`src/rtl/alu_exec_unit.sv`:
```
// Execute-stage ALU: single-cycle logic/arithmetic ops plus bit-serial shifts,
// returning one registered result per request under a valid/ready handshake.
module alu_exec_unit #(
  parameter int WIDTH = 64,
  parameter int SHW   = $clog2(WIDTH)
) (
  input  logic             clk,
  input  logic             rst_n,
  input  logic             op_valid,
  output logic             op_ready,
  input  logic [3:0]       operation,
  input  logic [WIDTH-1:0] a,
  input  logic [WIDTH-1:0] b,
  output logic             res_valid,
  input  logic             res_ready,
  output logic [WIDTH-1:0] result,
  output logic             zero,
  output logic             illegal
);

  localparam logic [3:0] OP_AND = 4'b0000;
  localparam logic [3:0] OP_OR  = 4'b0001;
  localparam logic [3:0] OP_ADD = 4'b0010;
  localparam logic [3:0] OP_SUB = 4'b0110;
  localparam logic [3:0] OP_SLT = 4'b0111;
  localparam logic [3:0] OP_SLL = 4'b0011;
  localparam logic [3:0] OP_SRL = 4'b0100;

  typedef enum logic [1:0] {
    ST_IDLE  = 2'd0,
    ST_SHIFT = 2'd1,
    ST_DONE  = 2'd2
  } state_t;

  state_t           state;
  logic [WIDTH-1:0] acc;
  logic [SHW-1:0]   cnt;
  logic             shl;

  logic             accept;
  logic [SHW-1:0]   shamt;
  logic             is_shift;
  logic             slt_bit;
  logic [WIDTH-1:0] alu_res;
  logic             alu_ill;
  logic [WIDTH-1:0] acc_nxt;

  // Handshake: a request moves when op_valid && op_ready; a result moves when
  // res_valid && res_ready. op_ready depends only on state and res_ready, so a
  // held result frees the unit in the same cycle the consumer takes it.
  assign op_ready = (state == ST_IDLE) || ((state == ST_DONE) && res_ready);
  assign accept   = op_valid && op_ready;
  assign shamt    = b[SHW-1:0];
  assign is_shift = (operation == OP_SLL) || (operation == OP_SRL);
  assign slt_bit  = $signed(a) < $signed(b);
  assign acc_nxt  = shl ? (acc << 1) : (acc >> 1);

  // Result for everything that finishes in one cycle, including zero-length shifts.
  always_comb begin
    alu_res = '0;
    alu_ill = 1'b0;
    case (operation)
      OP_AND:  alu_res = a & b;
      OP_OR:   alu_res = a | b;
      OP_ADD:  alu_res = a + b;
      OP_SUB:  alu_res = a - b;
      OP_SLT:  alu_res = {{(WIDTH-1){1'b0}}, slt_bit};
      OP_SLL:  alu_res = a;
      OP_SRL:  alu_res = a;
      default: alu_ill = 1'b1;
    endcase
  end

  always_ff @(posedge clk or negedge rst_n) begin
    if (!rst_n) begin
      state     <= ST_IDLE;
      acc       <= '0;
      cnt       <= '0;
      shl       <= 1'b0;
      res_valid <= 1'b0;
      result    <= '0;
      zero      <= 1'b0;
      illegal   <= 1'b0;
    end else if (accept) begin
      // Reached from IDLE or from DONE while the current result is consumed.
      if (is_shift && (shamt != '0)) begin
        acc       <= a;
        cnt       <= shamt;
        shl       <= (operation == OP_SLL);
        state     <= ST_SHIFT;
        res_valid <= 1'b0;
      end else begin
        result    <= alu_res;
        zero      <= (alu_res == '0);
        illegal   <= alu_ill;
        state     <= ST_DONE;
        res_valid <= 1'b1;
      end
    end else begin
      case (state)
        ST_SHIFT: begin
          // The last shift step writes straight into the result register.
          if (cnt == {{(SHW-1){1'b0}}, 1'b1}) begin
            result    <= acc_nxt;
            zero      <= (acc_nxt == '0);
            illegal   <= 1'b0;
            state     <= ST_DONE;
            res_valid <= 1'b1;
          end else begin
            acc <= acc_nxt;
            cnt <= cnt - 1'b1;
          end
        end
        ST_DONE: begin
          if (res_ready) begin
            state     <= ST_IDLE;
            res_valid <= 1'b0;
          end
        end
        ST_IDLE: begin
          res_valid <= 1'b0;
        end
        default: begin
          state     <= ST_IDLE;
          res_valid <= 1'b0;
        end
      endcase
    end
  end

endmodule
```
`config.mk`:
```
export PLATFORM = sky130hd
export DESIGN_NAME = alu_exec_unit
export DESIGN_NICKNAME = d
export VERILOG_FILES = /design/src/rtl/alu_exec_unit.sv
export SDC_FILE = /design/constraint.sdc
export NUM_CORES = 1
export LEC_CHECK = 0
export ABC_CLOCK_PERIOD_IN_PS = 6200
export CELL_PAD_IN_SITES_DETAIL_PLACEMENT = 2
export CELL_PAD_IN_SITES_GLOBAL_PLACEMENT = 2
export CORE_MARGIN = 2
export CORE_UTILIZATION = 36
export DETAILED_ROUTE_END_ITERATION = 12
export PLACE_DENSITY = 0.89
export SLEW_MARGIN = 25
export SYNTH_ARGS = -nofsm -noshare
export SYNTH_HDL_FRONTEND = slang
export SYNTH_SLANG_ARGS = --single-unit
```
`constraint.sdc`:
```
create_clock -name clk -period 6.2 [get_ports clk]
set_clock_uncertainty 0.15 [all_clocks]
set_input_delay 0.93 -clock clk [delete_from_list [all_inputs] [get_ports clk]]
set_output_delay 0.93 -clock clk [all_outputs]
set_load 0.05 [all_outputs]
```
## Word-level counts from Yosys, hierarchy flattened

Index checks and enable logic that the tools add are counted.

| word-level totals | value |
|---|---|
| flip-flop bits (word level) | 140 |
| bits of input ports | 136 |
| output and inout port bits | 68 |

| cells by class | value |
|---|---|
| add/subtract/negate cells | 3 |
| magnitude comparators | 1 |
| equality and inequality tests | 15 |
| muxes and demuxes | 33 |
| bitwise logic cells | 2 |
| reductions and logical operators | 19 |

Operators by type and width:

| kind | number |
|---|---|
| $mux 64 | 9 |
| $pmux 64 s6 | 1 |
| $logic_not 64->1 | 2 |
| $add 64x64->64 | 1 |
| $and 64x64->64 | 1 |
| $lt 64x64->1 | 1 |
| $or 64x64->64 | 1 |
| $sub 64x64->64 | 1 |
| $mux 6 | 4 |
| $mux 1 | 13 |
| $eq 4x3->1 const B | 3 |
| $reduce_and 3->1 | 3 |
| $eq 4x2->1 const B | 2 |
| $mux 2 | 4 |
| $reduce_or 7->1 | 1 |
| $eq 6x1->1 const B | 1 |
| $ne 2x2->1 const B | 3 |
| $ne 3x3->1 const B | 2 |
| $pmux 2 s3 | 1 |
| $reduce_bool 6->1 | 1 |
| $sub 6x1->6 const B | 1 |
| $eq 4x1->1 const B | 1 |
| $logic_not 4->1 | 1 |
| $reduce_and 2->1 | 2 |
| other kinds (9) | 13 |

## Longest topological paths before layout

Gate-level depths: netlist (run 1).

| depth | value |
|---|---|
| depth after elaboration | 6 |
| depth in mapped cells | 18 |

## Least setup slack after synthesis (run 1)

Ideal clock, no wire load.

| path | value |
|---|---|
| path type | input port to flip-flop |
| start | in a[8] |
| end | reg zero |
| setup time | 92 ps |
| data arrival time | 5,090 ps |
| required time | 5,958 ps |
| path slack | 868 ps |
| cell stages on the path | 16 |
| path buffers | 1 |
| path through | inv_1 -> ha_1 -> buf_6 -> or4_4 -> a2111oi_0 -> nor2_1 -> xnor2_1 -> a221o_1 -> or4_1 -> or4_1 -> nor4_2 -> nand4_1 -> nor4_2 -> nand4_1 -> or4b_1 -> o31ai_2 |

| between the ends | value |
|---|---|
| word-level cells in the longest chain between the ends | 5 |
| elaborated cells on any way between the ends | 9 |
| classes of those cells | add/sub (2); order compare (1); mux (3); bitwise (2); reduce/logical (1) |

RTL lines:

| item | RTL line | text |
|---|---|---|
| start: declaration | 12 | `input logic [WIDTH-1:0] a,` |
| $sub 64x64->64, or another cell as far along | 66 | `OP_SUB: alu_res = a - b;` |
| $pmux 64 s6 * | 62 | `case (operation)` |
| $logic_not 64->1 * | 94 | `zero <= (alu_res == '0);` |
| $mux 1 * | 86 | `if (is_shift && (shamt != '0)) begin` |
| $mux 1 * | 84 | `end else if (accept) begin` |
| end signal: assignment | 94 |  |
| end signal: assignment | 105 | `zero <= (acc_nxt == '0);` |
| end: declaration | 17 | `output logic zero,` |

Every way passes the cells marked *; elsewhere a longest branch is shown, timed or not. The select of a mux whose other input is x is not followed.
A chain may end at the register's enable or synchronous reset.

## Worst setup path in the final report (run 1)

| path | value |
|---|---|
| start | in b[1] |
| end | reg zero |

| between the ends | value |
|---|---|
| word-level cells in the longest chain between the ends | 5 |
| elaborated cells on any way between the ends | 13 |
| classes of those cells | add/sub (2); order compare (1); eq/ne (1); mux (3); bitwise (2); reduce/logical (4) |

RTL lines:

| item | RTL line | text |
|---|---|---|
| start: declaration | 13 | `input logic [WIDTH-1:0] b,` |
| $sub 64x64->64, or another cell as far along | 66 |  |
| $pmux 64 s6 | 62 |  |
| $logic_not 64->1 | 94 |  |
| $mux 1 | 86 |  |
| $mux 1 | 84 |  |

Parallel ways exist; a longest one is shown, timed or not. The select of a mux whose other input is x is not followed.

==> flow_summary.json, run 1 <==
{
  "multi_input_area_um2": 14100,
  "tns_ns": 0,
  "grtUsageTotal": 0.429,
  "synthCells": 2657,
  "synthFlopType": "dfrtp_1",
  "worst_path_dominant_cell_family": "compound AO/OA/AOI/OAI gates",
  "path_cells": "clkdlybuf4s50_1, inv_1, ha_1, buf_4, a21oi_1, nor4_1, buf_4, o21ai_1, and3_1, buf_4, o21bai_1, a21oi_1, buf_4, mux2_2, a211oi_1, buf_4, a21boi_0, o211ai_1, nor4_4, nand4_1, or4b_1, o31ai_2",
  "drive_gt1_frac": 0.171,
  "io_pins": 204,
  "antenna_left": 0,
  "ys_seq_elements": 140,
  "numCtsBuffers": 17,
  "yosysWarnings": 0,
  "worst_pin_slew_ns": 0.976,
  "synth-edff-count": 0,
  "status": "finished, final reports clean",
  "root_buffer": "clkbuf_16",
  "grt_pass1_wl_mm": 175,
  "holdWs_ns": 0.342,
  "path_class": "in -> reg",
  "areaGrowthSynthToFinish_pct": 33.0,
  "dieHeight_um": 234,
  "grt_pass1_vias": 26700,
  "crit_path_top_delay_cell": "clkdlybuf4s50_1",
  "vias": 24900,
  "cp.buffers_inverters": 7,
  "overflow": 0,
  "crit_path_end_kind": "flop",
  "hpwlAfterDp_mm": 92.2,
  "ir_drop_mv": 0.229,
  "avgSynthCellArea_um2": 7.14,
  "port_buffers": 203,
  "finalNonFillerCells": 3846,
  "crit_path_frequent_cell": "buf_4",
  "ctsHoldBuffers": 0,
  "setup_viol": 0,
  "finalInstanceArea_um2": 25200,
  "vias_per_cell": 6.47,
  "clk_path_buf_depth": 2,
  "crit_path_max_fanout": 4,
  "post-route-util": 0.482,
  "grt_max_degree": 95,
  "rows": 84,
  "async_reset_ff_frac": 1.00,
  "timing.critical_path.slowest_cell_delay_ns": 0.61,
  "seqCellArea_um2": 3510,
  "place_congestion": 0.982,
  "antenna_found_initial": 2,
  "fmax_mhz": 164,
  "post-place-cells": 3812,
  "power_density_nw_per_um2": 289,
  "start_kind": "input port",
  "fin_nets": 3496,
  "cp.required_ns": 6.47,
  "synth-seq-area-share": 0.185,
  "final.period_utilization": 0.986,
  "dieArea_um2": 54500,
  "finalPower_mw": 7.28,
  "setup_slack_ns": 0.0856,
  "n_fill_cell": 6041,
  "crit_arrival_ns": 6.38,
  "drv_slew": 0,
  "p_leak_nw": 11.2,
  "dieWidth_um": 234,
  "maxSlewHeadroom": 0.349,
  "clk_pin_slew_ns": 0.09,
  "synth_area_um2": 19000,
  "insertion_delay_ns": 0.51,
  "drt_iter0_markers": 2338,
  "dr.pass1.iters": 5,
  "cts.sinks": 140,
  "cap_violations": 0,
  "routed_wl_mm": 118,
  "place_area_um2": 24500,
  "hold_violations": 0,
  "cts_tree": "built",
  "syn_nets": 3009,
  "cts.htree.levels": 4,
  "synth_cell_types": 99,
  "hold_class": "in -> async",
  "post-route-min-period_ns": 6.11,
  "wl_per_cell_um": 30.8,
  "dp_slack_ns": -0.696,
  "route.detailed.drc": 0,
  "initial_core_util": 0.362,
  "core_region_area_um2": 52300
}
## cells by family after synthesis
kind of cell	Yosys count	share of synthesized area
multiplexers	76	0.0405
adder cells (fa/ha/maj)	216	0.143
buffers and inverters	382	0.0829
flip-flops	140	0.185
AND/OR/NAND/NOR	841	0.207
AO/OA/AOI/OAI	986	0.335
XOR/XNOR	16	0.00739
## synth_stat cells, types with 18 or more instances
library cell | count | area (um2)
nand4_1 | 38 | 238
a31oi_1 | 19 | 119
o21ai_0 | 276 | 1380
a21o_1 | 28 | 210
a21oi_1 | 278 | 1390
a211oi_1 | 28 | 210
o31ai_1 | 47 | 353
nand2_1 | 279 | 1050
o21bai_1 | 28 | 210
inv_1 | 212 | 796
ha_1 | 214 | 2680
mux2i_1 | 70 | 701
clkbuf_1 | 109 | 409
nand3_1 | 38 | 190
dfrtp_1 | 140 | 3500
nor2_1 | 254 | 953
nor4_1 | 58 | 363
buf_1 | 30 | 113
a221o_1 | 26 | 260
a221oi_1 | 59 | 517
o211ai_1 | 39 | 293
nor3_1 | 52 | 260
nand2b_1 | 18 | 113
nor2b_1 | 22 | 138
## sequential cells by signal, summed over array words and instances (netlist names)
name	cells
acc	64
cnt	6
illegal	1
res_valid	1
result	64
shl	1
state	2
zero	1
## worst reg2reg max path, cell delays in order (launching register included)
cell and delay [ns]:
dfrtp_1 0.45, nor4_1 0.52, nand2_1 0.12, nor3_1 0.39
a21oi_4 0.05, nand2b_1 0.16, nor4_1 0.37, buf_4 0.21
nand4_1 0.10, or4_1 0.54, nor4_2 0.26, nand4_1 0.23
nor4_4 0.39, nand4_1 0.15, or4b_1 0.50, o31ai_2 0.26
## where the power goes
group / internal, mW / switching (mW)
Combinational: 1.45 / 2.82
Clock: 0.584 / 0.587
Sequential: 1.34 / 0.502
Total: 3.37 / 3.91
## layout by cell type (no fill, tap or decap), types with 7 or more instances in the layout
cell               n
and2_1            13
o21ai_1            8
nor2b_1           22
buf_4            421
o21a_1            15
nand4_1           38
o21bai_1          27
nor4_1            56
nand3_1           37
dfrtp_1          139
clkbuf_16         17
o211ai_1          39
xnor2_1           15
a211oi_1          26
a221oi_1          56
or4_1             16
buf_12             7
nand2_1          277
inv_1            212
a21o_1            28
clkdlybuf4s50_1  202
a21oi_1          275
nand2b_1          18
o22ai_1           14
or2_2              8
nor3_1            51
o31ai_1           46
a221o_1           26
o21ai_0          272
ha_1             214
a31oi_1           19
o221ai_1          13
nor2_1           254
mux2i_1           70
a211o_1            8
o31a_1             9
## layout make-up
type | instances | share of cell area
diodes | 1 | 0.0000992
clock buffers | 17 | 0.0169
clock inverters | 15 | 0.00799
inverters | 218 | 0.0325
multi-input cells | 2135 | 0.557
flip-flops and latches | 140 | 0.139
well taps | 688 | 0.0341
repair buffers | 632 | 0.212
## what timing repair did
item	4_1_cts	5_1_grt
pin swaps	0	4
resized for setup	3	23
buffers inserted	0	1
setup endpoints to repair	1	2
## per-layer routing
metal | global-route usage | vias up | wire (um)
met5 | 0 | - | 13
met4 | 0.240 | 2 | 7720
met3 | 0.0631 | 395 | 7200
met2 | 0.731 | 1177 | 56500
met1 | 0.515 | 12600 | 47000
li1 | - | 10700 | -
## path summary, 6_finish.rpt
path	cells after the start	end	start	slack, ns
max in group asynchronous	2	result[34]	rst_n	4.09
min	1	illegal	rst_n	0.34
min reg2reg	2	result[11]	result[11]	0.34
min in group clk	2	result[11]	result[11]	0.34
max reg2reg	15	zero	cnt[2]	1.28
max	22	zero	b[1]	0.09
Note: power is estimated with default switching activity, not from simulation.
==> inputs of run 2 (changes only) <==
--- a/config.mk
+++ b/config.mk
@@ -12,6 +12,7 @@
 export CORE_UTILIZATION = 36
 export DETAILED_ROUTE_END_ITERATION = 12
 export PLACE_DENSITY = 0.89
+export SKIP_CTS_REPAIR_TIMING = 1
 export SLEW_MARGIN = 25
 export SYNTH_ARGS = -nofsm -noshare
 export SYNTH_HDL_FRONTEND = slang
==> flow_summary.json, run 2 (synthesis results as in run 1) <==
{
  "status": "finished, violations left",
  "violations": "negative setup slack",
  "p_leak_nw": 11.2,
  "dieWidth_um": 234,
  "path_class": "in -> reg",
  "worst_pin_slew_ns": 0.978,
  "wl_per_cell_um": 30.7,
  "vias_per_cell": 6.47,
  "antenna_left": 0,
  "timing.critical_path.slowest_cell_delay_ns": 0.61,
  "cts_tree": "built",
  "areaGrowthSynthToFinish_pct": 32.7,
  "post-route-min-period_ns": 6.25,
  "start_kind": "input port",
  "io_pins": 204,
  "grt_pass1_vias": 26700,
  "finalPower_mw": 7.28,
  "r2r_start": "cnt[2]",
  "insertion_delay_ns": 0.52,
  "fin_nets": 3495,
  "hpwlAfterDp_mm": 92.2,
  "crit_arrival_ns": 6.52,
  "cts.htree.levels": 4,
  "maxSlewHeadroom": 0.348,
  "cp.required_ns": 6.48,
  "port_buffers": 203,
  "r2r_slack_ns": 1.31,
  "crit_path_max_fanout": 4,
  "initial_core_util": 0.362,
  "crit_path_frequent_cell": "nand4_1",
  "power_density_nw_per_um2": 289,
  "clk_path_buf_depth": 2,
  "routed_wl_mm": 118,
  "grt_setup_unrepaired": "true",
  "core_region_area_um2": 52300,
  "fmax_mhz": 160,
  "hold_class": "in -> async",
  "setup_slack_ns": -0.0455,
  "cp.buffers_inverters": 4,
  "final_common_cell": "buf_4",
  "cp-startpoint": "b[1]",
  "overflow": 0,
  "layout_common_cells": "buf_4 (421), nand2_1 (277), a21oi_1 (276)",
  "vias": 24900,
  "reg.largest.list": "acc: 64 flops, result: 64 flops, cnt: 6 flops",
  "post-route-util": 0.481,
  "dr.pass1.iters": 6,
  "final.period_utilization": 1.01,
  "cp.depth": 19,
  "drive_gt1_frac": 0.168,
  "rr_worst_depth": 15,
  "numCtsBuffers": 17,
  "dieArea_um2": 54500,
  "crit_path_top_delay_cell": "clkdlybuf4s50_1",
  "rows": 84,
  "drv_slew": 0,
  "route.detailed.drc": 0,
  "hold_violations": 0,
  "crit_path_end_kind": "flop",
  "root_buffer": "clkbuf_16",
  "endpoint": "zero",
  "antenna_found_initial": 3,
  "ir_drop_mv": 0.233,
  "clk_pin_slew_ns": 0.09,
  "dieHeight_um": 234,
  "drt_iter0_markers": 2240,
  "place_congestion": 0.982,
  "grt_max_degree": 95,
  "worst_path_dominant_cell_family": "simple AND/OR/NAND/NOR gates",
  "cts.sinks": 140,
  "diodes": 0,
  "reg2reg_to": "zero",
  "cap_violations": 0,
  "grt_pass1_wl_mm": 175,
  "path_cells": "clkdlybuf4s50_1, inv_1, ha_1, buf_4, nand3_1, nand2_1, a221o_1, a222oi_1, o221ai_1, nor4_1, buf_4, nand4_1, or4_1, nor4_2, nand4_1, nor4_4, nand4_1, or4b_1, o31ai_2",
  "grtUsageTotal": 0.428,
  "setup_viol": 1
}
## run 2: through the flow
step	area (um2)	setup slack, ns	hold slack (ns)	TNS [ns]	cells
2_1_floorplan	19000	0.868	0.300	0	2657
3_3_place_gp	24500	-0.640	0.310	-0.666	3812
3_5_place_dp	24500	-0.696	0.325	-1.01	3812
4_1_cts	25100	-0.189	0.343	-0.189	3844
5_1_grt	25200	-0.215	0.364	-0.215	3844
6_report	25200	-0.0455	0.343	-0.0455	3844
## run 2: worst min path at each step
stage,cells past startpoint,to
finish,1,illegal
global route,2,result[37]
CTS,2,result[11]
detailed placement,2,result[11]
global placement,1,result[3]
floorplan,2,acc[0]
## run 2: area by class of cell
cell class	instances	area, um2
Timing Repair Buffer	631	5330
Clock buffer	17	425
Clock inverter	15	201
Multi-Input combinational cell	2135	14000
Fill cell	6061	27200
Sequential cell	140	3510
Tap cell	688	861
Inverter	218	820
## run 2: routing by layer
layer	vias to the layer above	routed length, um	GRT usage
met2	1189	56400	0.730
li1	10700	-	-
met3	390	7640	0.0640
met5	-	45	0
met4	6	7550	0.241
met1	12600	46500	0.514
## run 2: worst reg2reg max path: stages (launching register included)
cell      delay [ns]
dfrtp_1         0.45
nor4_1          0.51
nand2_1         0.12
nor3_1          0.39
a21oi_4         0.05
nand2b_1        0.17
nor4_1          0.33
buf_4           0.21
nand4_1         0.10
or4_1           0.54
nor4_2          0.26
nand4_1         0.23
nor4_4          0.39
nand4_1         0.15
or4b_1          0.50
o31ai_2         0.25
## run 2: where the power goes
group          leakage (nW)  internal (mW)  switching, mW
combinational          9.25           1.45           2.81
sequential             1.60           1.34          0.507
clock                 0.302          0.584          0.591
==> RTL change, RTL diff (flow settings as in run 2) <==
Reset style: synchronous (`rst_n`), changed in one clocked block.
--- a/src/rtl/alu_exec_unit.sv
+++ b/src/rtl/alu_exec_unit.sv
@@ -73,3 +73,3 @@
 
-  always_ff @(posedge clk or negedge rst_n) begin
+  always_ff @(posedge clk) begin
     if (!rst_n) begin
Behaviour: differs if rst_n is asserted again (counterexample within 4 cycles, from zero or initial values and one cycle with rst_n low); with rst_n held inactive, the same outputs for 4 cycles.
==> RTL change against run 2 <==
Power is 38% lower; sequential power is 46% lower; wire length is 7.6% higher; cell area is 2.6% lower; area after synthesis is 3.7% higher; sequential cell count stayed put; critical endpoint is now zero; worst setup slack better by 130 ps; critical path type unchanged; maximum frequency is 2.1% higher; cell count hardly changed.
==> RTL change: results <==
set metrics [dict create \
    clkTransAtPathRegs_ps 70 \
    grt_pass1_wl_um 186000 \
    ir_drop_mv 0.211 \
    dp.final_hpwl_um 100000 \
    grt_util_met3_pct 9.05 \
    r2r_end "zero" \
    inverters 217 \
    avgSynthCellArea_um2 6.90 \
    synth_area_leaders "dfxtp_1, ha_1, a21oi_1, nand2_1, nor2_1" \
    sequentialPower_mw 0.995 \
    r2r_start "state[1]" \
    seq_share_pct 11.4 \
    hold_class "reg2reg" \
    critPathMaxFanout 9 \
    grt.total_usage_pct 43.7 \
    fin_nets 3487 \
    crit_family "compound AO/OA/AOI/OAI gates" \
    cp.arrival_ps 6390 \
    antenna_found_initial 1 \
    rr_worst_depth 12 \
    syn_nets 3200 \
    grt_max_degree 93 \
    synthArstFlopShare_pct 0 \
    final_cell_count_no_fill 3847 \
    yosysSeqAreaShare_pct 14.3 \
    swShare_pct 48.3 \
    multi_input_gates 2297 \
    first_global_vias 27768 \
    use_met1_pct 55.2 \
    fillers 6284 \
    buffer_area_share_pct 16.5 \
    wl_um 127000 \
    status "finished clean" \
    multi_input_area_um2 15400 \
    synth.distinct_cells 99 \
    n_antenna_cell 3 \
    wl_met3_um 12000 \
    dr_wl_met2_um 56100 \
    layout-drive-gt1-share_pct 12.0 \
    met1Wirelength_um 51100 \
    yosysWarnings 0 \
    ys.flop_type "dfxtp_1" \
    fin_hold_ws_ps 310 \
    power_switching_mw 2.17 \
    clk_share_pct 2.45 \
    slew-limit-headroom_pct 23.0 \
    r2r_setup_slack_ps 2250 \
    gp_congestion 1.04 \
    io_buffers 203 \
    clk_latency_ps 500 \
    p_leak_nw 10.1 \
    routed_via_density 6.92 \
    highest_layer "met4" \
    grt_use_met2_pct 69.1 \
    firstDrtPassIters 8 \
    synth_common_cells "a21oi_1, nand2_1, nor2_1" \
    drt_iter0_drc 2910 \
    crit_slowest_cell "nor4_1" \
    cp_slowest_stage_delay_ps 820 \
    buffers 462 \
]
RTL change: changes by cell type after synthesis, sizes merged, moves of 17 or more:
cell    before  now
a211oi      30   48
a21oi      280  325
a221oi      60   38
clkbuf     117  147
dfrtp      140    0
dfxtp        0  140
nand2      279  313
nor3        52   70
o211ai      39  104
o21ai      280  108
o31ai       50   33
RTL change: cell families (layout without fill, tap and decap cells):
| kind of cell | after synthesis | count (layout) | share of synthesized area, % |
|---|---|---|---|
| muxes | 78 | 78 | 4.01 |
| xor gates and xnor gates | 8 | 8 | 0.356 |
| buffers and inverters | 411 | 711 | 8.06 |
| adders and majority gates | 216 | 216 | 13.8 |
| other | 0 | 3 | 0 |
| DFF | 140 | 140 | 14.3 |
| and+or+nand+nor | 972 | 972 | 23.5 |
| AOI/OAI and AO/OA | 1023 | 1023 | 36.0 |
RTL change: metrics by stage:
step	worst slack, ps	TNS, ps	cell area (µm²)
after floorplan	1800	0	19700
after CTS	231	0	24500
after global placement	-38.6	-38.6	23900
final	85.7	0	24500
after global routing	94.2	0	24500
after detailed placement	-208	-208	23900
RTL change: worst reg2reg max path: stages, from the launching register on:
cell and delay (ps):
dfxtp_1 350, a21oi_1 350, and2_2 240, o21ai_0 90
a211oi_1 350, o2111ai_1 310, or4_1 600, nor4_1 430
nand4_1 240, nor4_1 390, nand4b_1 170, nor2_1 110
o21bai_1 110
RTL change: worst max path at each step:
stage | from | end | slack (ps) | cells after the start
final | a[36] | zero | 90 | 16
after global routing | a[35] | zero | 90 | 16
after CTS | a[13] | zero | 230 | 16
after detailed placement | a[7] | zero | -210 | 19
after global placement | a[7] | zero | -40 | 19
after floorplan | a[20] | zero | 1800 | 17
